**src/rtl/dmem_arbiter.sv**
```systemverilog
// dmem_arbiter: two-port arbiter in front of a single data memory.
// Port A is the core load/store path and port B is debug/DMA. Each accepted
// request takes three cycles: IDLE (arbitrate and latch), ACCESS (drive memory),
// RESP (return response). Misaligned, illegal-type and out-of-range accesses are
// rejected without touching memory.
// Build option: define DMEM_ARB_RR_EN for round-robin arbitration between the
// ports. Without it, port A has fixed priority.
module dmem_arbiter #(
    parameter logic [31:0] ADDR_LIMIT = 32'h0000_0400
) (
    input  logic        clk,
    input  logic        rst,
    input  logic        a_req,
    input  logic        a_we,
    input  logic [31:0] a_addr,
    input  logic [2:0]  a_type,
    input  logic [31:0] a_wdata,
    output logic        a_gnt,
    output logic        a_rvalid,
    output logic [31:0] a_rdata,
    output logic        a_err,
    input  logic        b_req,
    input  logic        b_we,
    input  logic [31:0] b_addr,
    input  logic [2:0]  b_type,
    input  logic [31:0] b_wdata,
    output logic        b_gnt,
    output logic        b_rvalid,
    output logic [31:0] b_rdata,
    output logic        b_err,
    output logic        mem_wr_en,
    output logic [31:0] mem_addr,
    output logic [2:0]  mem_rw_type,
    output logic [31:0] mem_dat_i,
    input  logic [31:0] mem_dat_o
);

    typedef enum logic [1:0] {
        IDLE   = 2'd0,
        ACCESS = 2'd1,
        RESP   = 2'd2
    } state_t;

    state_t      state_q, state_d;
    logic        port_q, port_d;
    logic        we_q, we_d;
    logic [31:0] addr_q, addr_d;
    logic [2:0]  type_q, type_d;
    logic [31:0] wdata_q, wdata_d;
    logic        err_q, err_d;
    logic [31:0] a_rdata_q, a_rdata_d;
    logic [31:0] b_rdata_q, b_rdata_d;

    logic        pick_b;
    logic        sel_we;
    logic [31:0] sel_addr;
    logic [2:0]  sel_type;
    logic [31:0] sel_wdata;

`ifdef DMEM_ARB_RR_EN
    logic        last_q, last_d;
`endif

    // An access is rejected for an illegal type, a misaligned half/word, or an
    // address at or beyond the end of data memory.
    function automatic logic access_error(input logic [31:0] addr, input logic [2:0] typ);
        logic bad;
        case (typ)
            3'b000, 3'b100: bad = 1'b0;
            3'b001, 3'b101: bad = addr[0];
            3'b010:         bad = |addr[1:0];
            default:        bad = 1'b1;
        endcase
        return bad | (addr >= ADDR_LIMIT);
    endfunction

    // Choose the winning port among the current requests and mux its fields.
`ifdef DMEM_ARB_RR_EN
    always_comb begin
        pick_b    = b_req & (~a_req | ~last_q);
        sel_we    = pick_b ? b_we    : a_we;
        sel_addr  = pick_b ? b_addr  : a_addr;
        sel_type  = pick_b ? b_type  : a_type;
        sel_wdata = pick_b ? b_wdata : a_wdata;
    end
`else
    always_comb begin
        pick_b    = b_req & ~a_req;
        sel_we    = pick_b ? b_we    : a_we;
        sel_addr  = pick_b ? b_addr  : a_addr;
        sel_type  = pick_b ? b_type  : a_type;
        sel_wdata = pick_b ? b_wdata : a_wdata;
    end
`endif

    // Next-state logic: latch the winner in IDLE, capture load data leaving ACCESS.
    always_comb begin
        state_d   = state_q;
        port_d    = port_q;
        we_d      = we_q;
        addr_d    = addr_q;
        type_d    = type_q;
        wdata_d   = wdata_q;
        err_d     = err_q;
        a_rdata_d = a_rdata_q;
        b_rdata_d = b_rdata_q;
`ifdef DMEM_ARB_RR_EN
        last_d    = last_q;
`endif
        case (state_q)
            IDLE: begin
                if (a_req | b_req) begin
                    state_d = ACCESS;
                    port_d  = pick_b;
                    we_d    = sel_we;
                    addr_d  = sel_addr;
                    type_d  = sel_type;
                    wdata_d = sel_wdata;
                    err_d   = access_error(sel_addr, sel_type);
`ifdef DMEM_ARB_RR_EN
                    last_d  = pick_b;
`endif
                end
            end
            ACCESS: begin
                state_d = RESP;
                if (port_q) begin
                    b_rdata_d = (we_q | err_q) ? 32'h0 : mem_dat_o;
                end else begin
                    a_rdata_d = (we_q | err_q) ? 32'h0 : mem_dat_o;
                end
            end
            RESP: begin
                state_d = IDLE;
            end
            default: begin
                state_d = IDLE;
            end
        endcase
    end

    // State registers; reset aborts any access in flight and clears all results.
    always_ff @(posedge clk or posedge rst) begin
        if (rst) begin
            state_q   <= IDLE;
            port_q    <= 1'b0;
            we_q      <= 1'b0;
            addr_q    <= 32'h0;
            type_q    <= 3'b000;
            wdata_q   <= 32'h0;
            err_q     <= 1'b0;
            a_rdata_q <= 32'h0;
            b_rdata_q <= 32'h0;
`ifdef DMEM_ARB_RR_EN
            last_q    <= 1'b1;
`endif
        end else begin
            state_q   <= state_d;
            port_q    <= port_d;
            we_q      <= we_d;
            addr_q    <= addr_d;
            type_q    <= type_d;
            wdata_q   <= wdata_d;
            err_q     <= err_d;
            a_rdata_q <= a_rdata_d;
            b_rdata_q <= b_rdata_d;
`ifdef DMEM_ARB_RR_EN
            last_q    <= last_d;
`endif
        end
    end

    // Handshake and memory outputs decode purely from registered state.
    always_comb begin
        a_gnt       = (state_q == ACCESS) & ~port_q;
        b_gnt       = (state_q == ACCESS) &  port_q;
        a_rvalid    = (state_q == RESP)   & ~port_q;
        b_rvalid    = (state_q == RESP)   &  port_q;
        a_err       = a_rvalid & err_q;
        b_err       = b_rvalid & err_q;
        a_rdata     = a_rdata_q;
        b_rdata     = b_rdata_q;
        mem_wr_en   = (state_q == ACCESS) & we_q & ~err_q;
        mem_addr    = (state_q == ACCESS) ? addr_q  : 32'h0;
        mem_rw_type = (state_q == ACCESS) ? type_q  : 3'b000;
        mem_dat_i   = (state_q == ACCESS) ? wdata_q : 32'h0;
    end

endmodule

```
**config.mk**
```make
export PLATFORM = sky130hd
export DESIGN_NAME = dmem_arbiter
export DESIGN_NICKNAME = d
export VERILOG_FILES = /design/src/rtl/dmem_arbiter.sv
export SDC_FILE = /design/constraint.sdc
export NUM_CORES = 1
export LEC_CHECK = 0
export ABC_AREA = 1
export BUFFER_PORTS_ARGS = -buffer_cell sky130_fd_sc_hd__buf_2
export CORE_ASPECT_RATIO = 1.1
export CORE_MARGIN = 8
export CORE_UTILIZATION = 29
export CTS_BUF_LIST = sky130_fd_sc_hd__clkbuf_8
export DETAILED_ROUTE_END_ITERATION = 10
export PLACE_DENSITY_LB_ADDON = 0.2
export REMOVE_ABC_BUFFERS = 1
export SLEW_MARGIN = 20
export SYNTH_ARGS = -nofsm -noshare
export SYNTH_HDL_FRONTEND = slang
export SYNTH_SLANG_ARGS = --single-unit
```
**constraint.sdc**
```tcl
create_clock -name clk -period 3.95 [get_ports clk]
set_clock_uncertainty 0.05 [all_clocks]
set_input_delay 0.395 -clock clk [delete_from_list [all_inputs] [get_ports clk]]
set_output_delay 0.395 -clock clk [all_outputs]
set_load 0.02 [all_outputs]
```
==> results of run 1 <==
-- power groups by stage --
stage | combinational, uW | sequential [uW] | clock (uW)
global placement | 2130 | 1910 | 0
floorplan | 1380 | 1890 | 0
finish | 2100 | 1890 | 1170
CTS | 2140 | 1890 | 1220
detailed placement | 2140 | 1920 | 0
global route | 2370 | 1940 | 1280
-- per-stage QoR --
stage          setup WS [ps]  std cells  TNS [ps]
3_3_place_gp            1490       1369         0
5_1_grt                 1260       1402         0
4_1_cts                 1390       1401         0
6_report                1430       1402         0
3_5_place_dp            1500       1369         0
2_1_floorplan           -134        748    -18290
-- final cells by class --
class                           instances  area, um2
Tap cell                              300        375
Multi-Input combinational cell        479       2540
Timing Repair Buffer                  321       1640
Clock inverter                         15        155
Antenna cell                            1       2.50
Clock buffer                           17        234
Sequential cell                       136       3400
Inverter                              133        504
Fill cell                            2436      13900
-- path summary, 6_finish.rpt --
check                                     endpoint  slack (ps)  depth (start not counted)                     from
min in group clk            wdata_q[7]$_DFFE_PP0P_         160                          3               b_wdata[7]
min                        b_rdata[22]$_DFFE_PP0P_          70                          2                      rst
max in group asynchronous   b_rdata[0]$_DFFE_PP0P_        2830                          3                      rst
min reg2reg                b_rdata[28]$_DFFE_PP0P_         440                          1  b_rdata[28]$_DFFE_PP0P_
max                                   mem_addr[31]        1430                          4   state_q[0]$_DFFE_PP0P_
max reg2reg                wdata_q[24]$_DFFE_PP0P_        1620                          7   state_q[0]$_DFFE_PP0P_
-- state kept, by name, indices dropped and copies added (netlist names) --
name and flops:
a_rdata 32, wdata_q 32, err_q 1, port_q 1
addr_q 32, b_rdata 32, type_q 3, state_q 2
we_q 1
-- cells in the final DEF, fill, tap and decap left out, types with 3 or more instances in the layout --
master	instances
dfrtp_1	136
inv_1	130
inv_6	8
nor3_1	3
buf_2	309
nor2_4	3
clkbuf_8	17
nand3_1	15
nand2_1	121
nor2_1	152
o22ai_1	33
mux2_2	60
o21ai_0	73
o21ai_1	5
inv_8	3
buf_4	12
mux2_1	4
-- cells by family (layout without fill, tap and decap cells) --
kind of cell,Yosys count,count (layout),share of synthesized area
flops,136,136,0.509
buf+inv,178,486,0.112
other cells,0,1,0
mux,64,64,0.108
simple gates,300,300,0.178
compound gates,115,115,0.0927
-- layer usage --
layer  global-route usage  vias up  wire length, um
li1                     -     3058                -
met1                0.196     2864             9800
met2                0.254      227            10400
met3               0.0657       12             1920
met4               0.0363        4              180
met5                    0        -               22
-- worst max-delay path: cells and delay by family, from the launching register on --
| kind | cells | cell delay, ps |
|---|---|---|
| simple gates | 2 | 320 |
| buf+inv | 2 | 870 |
| flops | 1 | 440 |
==> flow_metrics.env, run 1 <==
export IMPL_avgSynthCellArea_um2=8.43
export IMPL_crit_path_max_incr_delay_ps=660
export IMPL_ir_drop_uv=273
export IMPL_antenna_found_initial=3
export IMPL_final_hold_viol_count=0
export IMPL_cp_required_ps=3500
export IMPL_slowest_stage="buf_4"
export IMPL_finalSetupViolCount=0
export IMPL_hold_path_class="input pin to asynchronous set/reset pin"
export IMPL_rows=58
export IMPL_maxCapViolations=0
export IMPL_drv_slew=0
export IMPL_cts_resized=0
export IMPL_vias=6165
export IMPL_switchingPower_uw=2200
export IMPL_clockPowerShare=0.227
export IMPL_holdBufCountCts=0
export IMPL_yosysWarnings=0
export IMPL_grt_start_max_net_pins=92
export IMPL_grt_pass1_vias=6598
export IMPL_synth_seq_area_share=0.509
export IMPL_clk_root_buffer_cell="clkbuf_8"
export IMPL_synth_distinct_cells=24
export IMPL_synthFlopType="dfrtp_1"
export IMPL_grt_first_pass_wirelength_mm=35.6
export IMPL_viasPerCell=4.40
export IMPL_syn_area_um2=6680
export IMPL_dieHeight_um=175
export IMPL_initial_utilization=0.293
export IMPL_pwr_share_comb=0.406
export IMPL_hpwl_mm=16.6
export IMPL_worstSetupStartpointType="flip-flop"
export IMPL_critical_path_peak_fanout=69
export IMPL_switching_share=0.427
export IMPL_pwr_share_seq=0.366
export IMPL_relSlewSlack=0.423
export IMPL_rsz0062_at_grt="no"
export IMPL_finish_utilization=0.388
export IMPL_drc=0
export IMPL_wirelength_mm=22.3
export IMPL_die_w_um=161
export IMPL_clock_latency_ps=430
export IMPL_crit_arrival_ps=2080
export IMPL_grt_ovfl_total=0
export IMPL_areaGrowthSynthToFinish_pct=32.4
export IMPL_grt_usage=0.159
export IMPL_p_leak_uw=0.00523
export IMPL_synth_top_area_cell="dfrtp_1"
export IMPL_drt_initial_drc_count=290
export IMPL_min_period_ps=2520
export IMPL_place_area_um2=8460
export IMPL_synth_most_common_cell="nor2_1"
export IMPL_fmax_mhz=396
export IMPL_path_cells="nand2_2 > buf_4 > nor2_1 > buf_2"
export IMPL_synth_area_leaders="dfrtp_1 51%, mux2_2 10%, nor2_1 8.5%, inv_1 7.4%, nand2_1 6.8%"
export IMPL_endpoint_kind="primary output"
export IMPL_synth_top_cell_area_share=0.509
export IMPL_netlist_top_cells_count="152 x nor2_1, 136 x dfrtp_1, 131 x inv_1"
export IMPL_cts_tree="yes"
export IMPL_postLayoutCellArea_um2=8850
export IMPL_p_int_uw=2960
export IMPL_synth_edf_count=0
export IMPL_p_per_area_nw_per_um2=583
export IMPL_setup_worst_path_class="flip-flop to primary output"
export IMPL_cts_buffer_depth=2
export IMPL_post_route_period_util=0.639
export IMPL_async_reset_ff_frac=1.00
export IMPL_antenna_left=0
export IMPL_status="complete, no violations"
export IMPL_io_pins=310
export IMPL_htree_levels=4
export IMPL_nets=1260
export IMPL_io_buffers=309
export IMPL_fin_total_pwr_uw=5160
export IMPL_cts_inserted_buffers=17
export IMPL_netlist_instances=793
export IMPL_tightest_slew_ps=866
export IMPL_gp_congestion=0.825
export IMPL_first_pass_iters=4
export IMPL_clk_pin_slew_worst_paths_ps=90
export IMPL_core_um2=22800
export IMPL_cts_sinks=136
export IMPL_drive_gt1_frac=0.384
export IMPL_post_cts_buffers=0
export IMPL_whs_ps=72.5
export IMPL_dieArea_um2=28200
export IMPL_wire_per_inst_um=15.9
export IMPL_ys_ff_latch=136
Power figures use the tool's default switching activity.
==> run 2, diff against run 1 <==
--- a/config.mk
+++ b/config.mk
@@ -5,7 +5,7 @@
 export SDC_FILE = /design/constraint.sdc
 export NUM_CORES = 1
 export LEC_CHECK = 0
-export ABC_AREA = 1
+export ABC_AREA = 0
 export BUFFER_PORTS_ARGS = -buffer_cell sky130_fd_sc_hd__buf_2
 export CORE_ASPECT_RATIO = 1.1
 export CORE_MARGIN = 8
==> constraint.sdc (replaced) <==
create_clock -name clk -period 2.09 [get_ports clk]
set_clock_uncertainty 0.05 [all_clocks]
set_input_delay 0.209 -clock clk [delete_from_list [all_inputs] [get_ports clk]]
set_output_delay 0.209 -clock clk [all_outputs]
set_load 0.02 [all_outputs]
==> flow_metrics.env, run 2 <==
export IMPL_synth_top_area_cell="dfrtp_1"
export IMPL_hold_path_class="input pin to flip-flop"
export IMPL_hpwl_mm=16.5
export IMPL_dieHeight_um=171
export IMPL_switchingPower_uw=4000
export IMPL_cts_buffer_depth=2
export IMPL_wire_per_inst_um=16.5
export IMPL_p_leak_uw=0.00520
export IMPL_tightest_slew_ps=725
export IMPL_drt_initial_drc_count=191
export IMPL_cpMostUsedCell="dlygate4sd3_1"
export IMPL_crit_path_max_incr_delay_ps=580
export IMPL_yosysWarnings=0
export IMPL_met1_usage=0.204
export IMPL_antenna_left=0
export IMPL_avgSynthCellArea_um2=9.49
export IMPL_final_common_cell="buf_2"
export IMPL_post_route_period_util=0.943
export IMPL_clk_root_buffer_cell="clkbuf_8"
export IMPL_hp_start="b_wdata[31]"
export IMPL_synth_area_leaders="dfrtp_1 54%, mux2i_1 11%, o21ai_1 11%, nand2_1 9.8%, and2_1 6.8%"
export IMPL_cts_inserted_buffers=17
export IMPL_ir_drop_uv=509
export IMPL_synth_edf_count=0
export IMPL_antenna_found_initial=0
export IMPL_p_int_uw=5940
export IMPL_setup_worst_path_start="a_req"
export IMPL_worst_path_buf_inv=3
export IMPL_critical_path_peak_fanout=24
export IMPL_pwr_share_comb=0.404
export IMPL_grt_usage=0.167
export IMPL_netlist_instances=666
export IMPL_met3_usage=0.0583
export IMPL_syn_area_um2=6320
export IMPL_grt_first_pass_wirelength_mm=35.3
export IMPL_slowest_stage="dlygate4sd3_1"
export IMPL_cts_tree="yes"
export IMPL_grt_start_max_net_pins=75
export IMPL_cts_sinks=136
export IMPL_crit_arrival_ps=2220
export IMPL_final_hold_viol_count=0
export IMPL_layout_common_cells="309 x buf_2, 164 x nand2_1, 136 x dfrtp_1"
export IMPL_grt_pass1_vias=6677
export IMPL_initial_utilization=0.296
export IMPL_async_reset_ff_frac=1.00
export IMPL_clock_latency_ps=420
export IMPL_synth_most_common_cell="nand2_1"
export IMPL_nets=1255
export IMPL_htree_levels=4
export IMPL_worst_slack_ps=120
export IMPL_first_pass_iters=4
export IMPL_setup_worst_path_class="input pin to flip-flop"
export IMPL_status="complete, no violations"
export IMPL_p_per_area_nw_per_um2=1010
export IMPL_synth_distinct_cells=30
export IMPL_path_cells="dlygate4sd3_1 > buf_2 > nand2b_4 > mux2i_1 > dlygate4sd3_1 > o21ai_1"
export IMPL_dieArea_um2=26800
export IMPL_wirelength_mm=22.9
export IMPL_die_w_um=157
export IMPL_gp_congestion=0.823
export IMPL_io_buffers=309
export IMPL_fmax_mhz=508
export IMPL_synthFlopType="dfrtp_1"
export IMPL_pre_cts_slack_ps=425
export IMPL_worstSetupStartpointType="input pin"
export IMPL_vias=6243
export IMPL_switching_share=0.403
export IMPL_synth_seq_area_share=0.539
export IMPL_cp_required_ps=2340
export IMPL_grt_ovfl_total=0
export IMPL_r2r_start="state_q[1]$_DFFE_PP0P_"
export IMPL_areaGrowthSynthToFinish_pct=55.8
export IMPL_drive_gt1_frac=0.336
export IMPL_whs_ps=34.4
export IMPL_maxCapViolations=0
export IMPL_core_um2=21400
export IMPL_min_period_ps=1970
export IMPL_drv_slew=0
export IMPL_rows=56
export IMPL_drc=0
export IMPL_synth_top_cell_area_share=0.539
export IMPL_io_pins=310
export IMPL_relSlewSlack=0.517
export IMPL_ys_ff_latch=136
export IMPL_netlist_top_cells_count="165 x nand2_1, 136 x dfrtp_1, 134 x o21ai_1"
export IMPL_cp_top_family="buffers and inverters"
export IMPL_grt_busiest_layer="met2"
export IMPL_viasPerCell=4.51
export IMPL_finalSetupViolCount=0
export IMPL_clockPowerShare=0.224
export IMPL_clk_pin_slew_worst_paths_ps=90
export IMPL_rsz0062_at_grt="no"
export IMPL_pwr_share_seq=0.372
export IMPL_use_met2=0.277
export IMPL_num_antenna_cells=0
export IMPL_endpoint_kind="flip-flop"
==> run 2: stage by stage <==
stage,std cells,setup TNS [ps],util,cell area [um2],power (uW)
global route,1385,0,0.461,9850,10700
global placement,1235,0,0.386,8260,7610
finish,1385,0,0.461,9850,9940
floorplan,618,-610740,-,6100,5630
CTS,1385,0,0.461,9840,10100
detailed placement,1235,0,0.386,8260,7660
==> run 2: final cells by class <==
type,count,area [um2]
Fill cell,2086,11500
Timing Repair Buffer,446,2950
Tap cell,290,363
Multi-Input combinational cell,478,2710
Inverter,4,20.0
Sequential cell,136,3400
Clock buffer,18,248
Clock inverter,13,146
==> run 2: path summary, 6_finish.rpt <==
| path | end | slack, ps | cells past startpoint |
|---|---|---|---|
| hold / removal | wdata_q[31]$_DFFE_PP0P_ | 30 | 3 |
| hold reg to reg | addr_q[12]$_DFFE_PP0P_ | 430 | 2 |
| max in group asynchronous | addr_q[0]$_DFFE_PP0P_ | 1210 | 4 |
| setup / recovery | wdata_q[20]$_DFFE_PP0P_ | 120 | 6 |
| setup reg to reg | addr_q[8]$_DFFE_PP0P_ | 450 | 5 |
| min in group asynchronous | b_rdata[1]$_DFFE_PP0P_ | 180 | 3 |
==> run 2: cells by family after synthesis <==
logic type | count (synthesis) | synth area share
AOI/OAI and AO/OA | 144 | 0.118
buffers and inverters | 52 | 0.0372
DFF | 136 | 0.539
muxes | 68 | 0.108
and+or+nand+nor | 266 | 0.199
==> run 2: power by group through the flow <==
stage               Clock [uW]  Combinational [uW]  Sequential, uW
global route              2400                4460            3800
finish                    2220                4020            3700
CTS                       2310                4080            3710
global placement             0                3890            3720
floorplan                    0                1990            3640
detailed placement           0                3910            3750
==> run 2: worst reg2reg max path, cell delays in order, from the launching register on <==
cell and delay (ps):
dfrtp_1 440, nor2_1 290, o21ai_4 120, buf_4 340, nand2_1 210, o21ai_1 70
==> run 2: timing repair <==
| action | 4_1_cts | 5_1_grt |
|---|---|---|
| endpoints found under the setup margin | 0 | 7 |
| hold buffers | 119 | 0 |
| resized for setup | 0 | 1 |
| setup buffers | 0 | 0 |
| hold endpoints to repair | 244 | 0 |
==> run 2: per-layer routing <==
metal  part of all wire  routed length, um
met2               0.46              10600
met4              0.015                346
met1               0.43               9840
met5                  0                  0
met3              0.091               2090
